`src/rtl/cp0_regs.sv`:
```
// Coprocessor-0 register file: BadVAddr, Count, Compare, Status, Cause, EPC plus interrupt merge.
// Define CP0_TIMER_EN to build the Count/Compare timer; without it Count/Compare read 0 and TI is 0.
module cp0_regs (
   input  logic        clk,
   input  logic        rst_n,
   input  logic [5:0]  hw_intr,
   input  logic        wt_en,
   input  logic [4:0]  wt_addr,
   input  logic [31:0] wt_data,
   input  logic [4:0]  rd_addr,
   output logic [31:0] rd_data,
   input  logic        cp0_en,
   input  logic        cp0_bd,
   input  logic        cp0_exl,
   input  logic [4:0]  cp0_exc,
   input  logic [31:0] cp0_epc,
   input  logic [31:0] cp0_bva,
   input  logic        er,
   output logic [7:0]  intr_vect,
   output logic [31:0] er_epc,
   output logic        status_exl
);

   localparam logic [4:0] REG_BADVADDR = 5'd8;
   localparam logic [4:0] REG_COUNT    = 5'd9;
   localparam logic [4:0] REG_COMPARE  = 5'd11;
   localparam logic [4:0] REG_STATUS   = 5'd12;
   localparam logic [4:0] REG_CAUSE    = 5'd13;
   localparam logic [4:0] REG_EPC      = 5'd14;

   localparam logic [4:0] EXC_ADEL = 5'h04;
   localparam logic [4:0] EXC_ADES = 5'h05;

   logic [31:0] badvaddr;
   logic [31:0] epc;
   logic [7:0]  status_im;
   logic        status_exl_q;
   logic        status_ie;
   logic        cause_bd;
   logic [1:0]  cause_ip_sw;
   logic [4:0]  cause_exc;
   logic [5:0]  hw_intr_q;

   logic [31:0] count;
   logic [31:0] compare;
   logic        cause_ti;

   logic [7:0]  cause_ip;
   logic [31:0] status_word;
   logic [31:0] cause_word;

   // An MTC0 colliding with an exception commit belongs to a killed instruction.
   logic wt_act;
   assign wt_act = wt_en & ~cp0_en;

   // NOTE: sequential state uses non-blocking assignments so every flop samples pre-edge values.
   always_ff @(posedge clk or negedge rst_n) begin
      if (!rst_n) begin
         badvaddr     <= '0;
         epc          <= '0;
         status_im    <= '0;
         status_exl_q <= 1'b0;
         status_ie    <= 1'b0;
         cause_bd     <= 1'b0;
         cause_ip_sw  <= '0;
         cause_exc    <= '0;
         hw_intr_q    <= '0;
      end else begin
         hw_intr_q <= hw_intr;
         if (cp0_en) begin
            cause_exc <= cp0_exc;
            if (!status_exl_q) begin
               epc      <= cp0_epc;
               cause_bd <= cp0_bd;
            end
            if (cp0_exl)
               status_exl_q <= 1'b1;
            if (cp0_exc == EXC_ADEL || cp0_exc == EXC_ADES)
               badvaddr <= cp0_bva;
         end else begin
            if (er)
               status_exl_q <= 1'b0;
            if (wt_en) begin
               case (wt_addr)
                  REG_STATUS: begin
                     status_im    <= wt_data[15:8];
                     status_exl_q <= wt_data[1];
                     status_ie    <= wt_data[0];
                  end
                  REG_CAUSE: cause_ip_sw <= wt_data[9:8];
                  REG_EPC:   epc         <= wt_data;
                  default:   ;
               endcase
            end
         end
      end
   end

`ifdef CP0_TIMER_EN
   logic        tick;
   logic [31:0] count_nxt;
   logic        count_wr;
   logic        compare_wr;

   assign count_wr   = wt_act && (wt_addr == REG_COUNT);
   assign compare_wr = wt_act && (wt_addr == REG_COMPARE);

   // NOTE: every signal driven in always_comb gets a default first, so no latch is inferred.
   always_comb begin
      count_nxt = count;
      if (count_wr)
         count_nxt = wt_data;
      else if (tick)
         count_nxt = count + 32'd1;
   end

   always_ff @(posedge clk or negedge rst_n) begin
      if (!rst_n) begin
         tick     <= 1'b0;
         count    <= '0;
         compare  <= '0;
         cause_ti <= 1'b0;
      end else begin
         tick  <= count_wr ? 1'b0 : ~tick;
         count <= count_nxt;
         if (compare_wr)
            compare <= wt_data;
         // Compare write acknowledges the timer and beats a coincident match.
         if (compare_wr)
            cause_ti <= 1'b0;
         else if (count_nxt == compare && compare != 32'd0)
            cause_ti <= 1'b1;
      end
   end
`else
   assign count    = '0;
   assign compare  = '0;
   assign cause_ti = 1'b0;
`endif

   assign cause_ip    = {hw_intr_q[5] | cause_ti, hw_intr_q[4:0], cause_ip_sw};
   assign status_word = {9'b0, 1'b1, 6'b0, status_im, 6'b0, status_exl_q, status_ie};
   assign cause_word  = {cause_bd, cause_ti, 14'b0, cause_ip, 1'b0, cause_exc, 2'b0};

   always_comb begin
      rd_data = '0;
      case (rd_addr)
         REG_BADVADDR: rd_data = badvaddr;
         REG_COUNT:    rd_data = count;
         REG_COMPARE:  rd_data = compare;
         REG_STATUS:   rd_data = status_word;
         REG_CAUSE:    rd_data = cause_word;
         REG_EPC:      rd_data = epc;
         default:      rd_data = '0;
      endcase
   end

   assign intr_vect  = (status_ie && !status_exl_q) ? (cause_ip & status_im) : 8'h00;
   assign er_epc     = epc;
   assign status_exl = status_exl_q;

endmodule

```
`config.mk`:
```
export PLATFORM = sky130hd
export DESIGN_NAME = cp0_regs
export DESIGN_NICKNAME = d
export VERILOG_FILES = /design/src/rtl/cp0_regs.sv
export SDC_FILE = /design/constraint.sdc
export NUM_CORES = 1
export LEC_CHECK = 0
export BUFFER_PORTS_ARGS = -buffer_cell sky130_fd_sc_hd__buf_2
export CORE_AREA = 2 2 79 138
export DETAILED_ROUTE_END_ITERATION = 7
export DIE_AREA = 0 0 81 140
export GPL_TIMING_DRIVEN = 0
export PLACE_DENSITY_LB_ADDON = 0.1
export SLEW_MARGIN = 20
export SYNTH_ARGS = -nofsm -noshare
export SYNTH_HDL_FRONTEND = slang
export SYNTH_SLANG_ARGS = --single-unit
```
`constraint.sdc`:
```
create_clock -name clk -period 2.5 [get_ports clk]
set_input_delay 0.75 -clock clk [delete_from_list [all_inputs] [get_ports clk]]
set_output_delay 0.75 -clock clk [all_outputs]
set_load 0.05 [all_outputs]
```
Word-level counts from Yosys, hierarchy flattened
Cells that the tools add are included.

operators by class
  order comparisons = 0
  multiply operators = 0
  multiplexer cells = 11
  bitwise operators = 3
  shift-type cells = 0
  equality and inequality tests = 11
  reductions and logical operators = 10
  add/sub/neg operators = 0
  divide/modulo/power cells = 0

operators with widths
  kind                  count
  $mux W32              4
  $pmux W32 S4          1
  $eq A5 B4 Y1 const B  7
  $eq A5 B3 Y1 const B  2
  $reduce_and A3 Y1     3
  $and A8 B8 Y8         1
  $mux W8               1
  $mux W1               5
  $reduce_and A2 Y1     2
  $reduce_bool A2 Y1    2
  $ne A2 B1 Y1 const B  1
  $ne A2 B2 Y1 const B  1
  $not A1 Y1            2
  $logic_and A1 B1 Y1   1
  $logic_not A1 Y1      1
  $logic_or A1 B1 Y1    1

word-level totals
  bits in latches = 0
  output and inout port bits = 73
  memory bits (writable) = 0
  bits in read-only memories = 0
  flip-flop bits (word level) = 88
  memories = 0

Logic depth before layout (Yosys ltp)
  depth in word-level cells = 4
  gate-level depth with buffers = 6
  mapped depth without buffers = 3

Worst setup path after synthesis
Ideal clock, no wire load.

  path kind = input-to-output
  start point = in rd_addr[4]
  end point = out rd_data[22]
  stages = 2
  slack = -1627 ps
  buffers on the path = 0
  data arrival time = 3377 ps
  data required time = 1750 ps
  cell sequence = nand2b_1 > a2111oi_0

between the ends
  cells in the longest elaborated chain, start to end = 2
  elaborated cells on any way between the ends = 5
  those cells by class = eq/ne (4); mux (1)

RTL lines
  what              RTL line  text
  start, declared   10        input logic [4:0] rd_addr,
  $eq A5 B4 Y1      147       case (rd_addr)
  $pmux W32 S4 (*)  147
  end, declared     11        output logic [31:0] rd_data,

Every way passes the cells marked *; elsewhere a longest branch is shown, timed or not.

Worst setup path after layout
  start point = in rd_addr[0]
  end point = out rd_data[13]

Same word-level chain as after synthesis.

==> flow_summary.ini <==
[final_layout]
final-seq-area_um2 = 2200
drive_gt1_share_pct = 71.7
mostFrequentLayoutCells = 162 x buf_2, 111 x mux2_2, 88 x dfrtp_1
diodes = 0
final_util_pct = 65.3
multi_input_area_um2 = 2290
nFillCells = 828
final_common_cell = buf_2
nNetsFinal = 667
instances_no_fill = 675
syn_to_final_growth_pct = 52.9
stdcell_area_um2 = 6650

[floorplan]
rows = 49
dieArea_um2 = 11300
ios = 197
fp.dieW_um = 81
die_y_um = 140
initial_core_util_pct = 42.7
core_um2 = 10200

[synthesis]
ys_ff_latch = 88
ys_warn_count = 0
netlist_area_um2 = 4350
synthMuxAreaShare_pct = 29.5
netlist.area_leader.share_pct = 50.7
synth_area_leaders = dfrtp_1 51%, mux2_2 29%, a22o_1 3.0%
synth_simple_gate_area_share_pct = 8.18
synthAdderAreaFrac_pct = 0
syn_avg_cell_area_um2 = 13.3
netlist-cell-type-count = 27
synth_cells = 326
syn_nets = 450
synth_compound_area_share_pct = 7.75
synth_xor_area_share_pct = 0
synth_top_family_by_area = multiplexers
synth_area_leader_cell = dfrtp_1
ys_seq_area_share_pct = 50.7

[place]
dp_hpwl_um = 10100
portBuffers = 195
place_ws_ns = -0.710
place_area_um2 = 5830
place_congestion = 0.776
dp.cells = 649

[setup_path]
reg2reg_depth = 4
crit_buf_inv = 2
start_kind = input port
ff2ff_setup_slack_ns = 0.95
end_kind = output pin
setup.worst_path.class = input port to output pin
worstPathMaxFanout = 7
slowest_stage = or4_4
worstReg2RegEnd = er_epc[24]
crit_chain = buf_8 -> or4_4 -> o2111ai_4 -> buf_8
worstReg2RegStart = status_exl
slowest_delay_ns = 0.68
crit_required_ns = 1.75
critPathTopFamily = simple AND/OR/NAND/NOR gates
cpMostUsedCell = buf_8
critPathArrivalTime_ns = 2.00

[clock_network]
cts-buffers-inserted = 9
path_clk_slew_ns = 0.06
clockBufferDepth = 2
clk_root_buffer_cell = clkbuf_16
cts_tree = yes
cts.sinks = 88
clock_latency_ns = 0.34
htree_levels = 3

[drt]
drt-initial-drc-count = 88
viasPerCell = 5.33
totalWireLength_um = 13500
detailroute.via_count = 3599
dr.pass1.iters = 4
ant_nets = 0
routedWlPerCell_um = 20.0
drcViolationCount = 0

[outcome]
status = finished, violations left
violations = setup timing

[timing]
maxClockFrequency_mhz = 364
fin_crit_ns = 2.75
setup_viol = 31
tightest_slew_ns = 0.825
rsz0062_at_grt = yes
worst_slack_ns = -0.246
holdWs_ns = 0.318
drv_slew = 0
fin_setup_tns_ns = -5.47
period_share_pct = 110
hold_violations = 0
fin_skew_ns = 0.00390
slew_headroom_pct = 45.0

[grt]
grt_usage_pct = 24.8
grt_pass1_wl_um = 20800
gr-total-overflow = 0
grt_max_degree = 47
grt_pass1_vias = 3975
antenna_found_initial = 0

[pwr]
power_mw = 4.63
peakVddDrop_v = 0.000608
p_leak_nw = 3.20
power.density_nw_per_um2 = 697

[job]
max_cap_violations = 0

[min_path]
hold_class = input port to async pin
## area by class of cell
class                      count  share of cell area, %
tap                          127                   2.39
buffer                        20                   3.07
clock buffer                  11                   3.50
multi-input combinational    208                   34.5
inverter                       7                  0.395
sequential                    88                   33.1
timing repair buffer         209                   22.1
clock inverter                 5                  0.866
## cells in the mapped netlist
master       n
o21a_1       1
nand2b_1     3
a22o_1      15
and3_1      16
and2_4       1
mux2_2     111
nor4_2       1
mux2_1       2
nand4bb_1    1
nor2b_1      4
buf_2        9
inv_1        7
nand3_1     22
and3b_1      1
o2111ai_1    7
nor4b_1      3
buf_1        1
dfrtp_1     88
a221o_1     10
nand2_1      2
clkbuf_1     7
or4_1        2
nor2_1       3
buf_6        6
mux2i_1      1
a2111oi_0    1
o41ai_4      1
## routing by layer
layer	share of wire [%]	vias to the layer above	wire length (um)	GRT usage, %
met5	0	-	0	0
met4	2.3	0	311	9.55
met3	5.2	21	705	4.90
met2	56	133	7610	46.6
met1	36	1783	4880	26.1
li1	-	1662	-	-
## state kept, by name, summed over array words and instances, names as in the netlist
register     cells
badvaddr        32
er_epc          32
status_im        8
hw_intr_q        6
cause_exc        5
cause_ip_sw      2
cause_bd         1
status_exl       1
status_ie        1
## timing repair
action / CTS / global route
setup endpoints to repair: 39 / 32
hold buffers: 0 / 0
buffers inserted: 7 / 6
resized for setup: 116 / 20
pin swaps: 13 / 12
cloned: 2 / 1
## cell families (layout without fill, tap and decap cells)
family          Yosys count  in the layout
compound gates           35             35
mux                     114            114
flops                    88             88
buf+inv                  30            252
simple gates             59             59
## worst max-delay path by stage
stage | from | endpoint | slack, ns | depth (start not counted)
finish | rd_addr[0] | rd_data[13] | -0.25 | 4
global route | rd_addr[4] | rd_data[10] | -0.28 | 5
CTS | rd_addr[4] | rd_data[13] | -0.26 | 6
detailed placement | rd_addr[0] | rd_data[2] | -0.71 | 5
global placement | rd_addr[0] | rd_data[2] | -0.69 | 5
floorplan | rd_addr[4] | rd_data[10] | -0.22 | 4
## power breakdown
part           internal [mW]  total (mW)  switching (mW)  leakage (nW)
sequential              1.71        1.92           0.209          1.06
combinational          0.532        1.39           0.858          2.01
clock                  0.773        1.32           0.547         0.132
(Power assumes the default switching activity.)
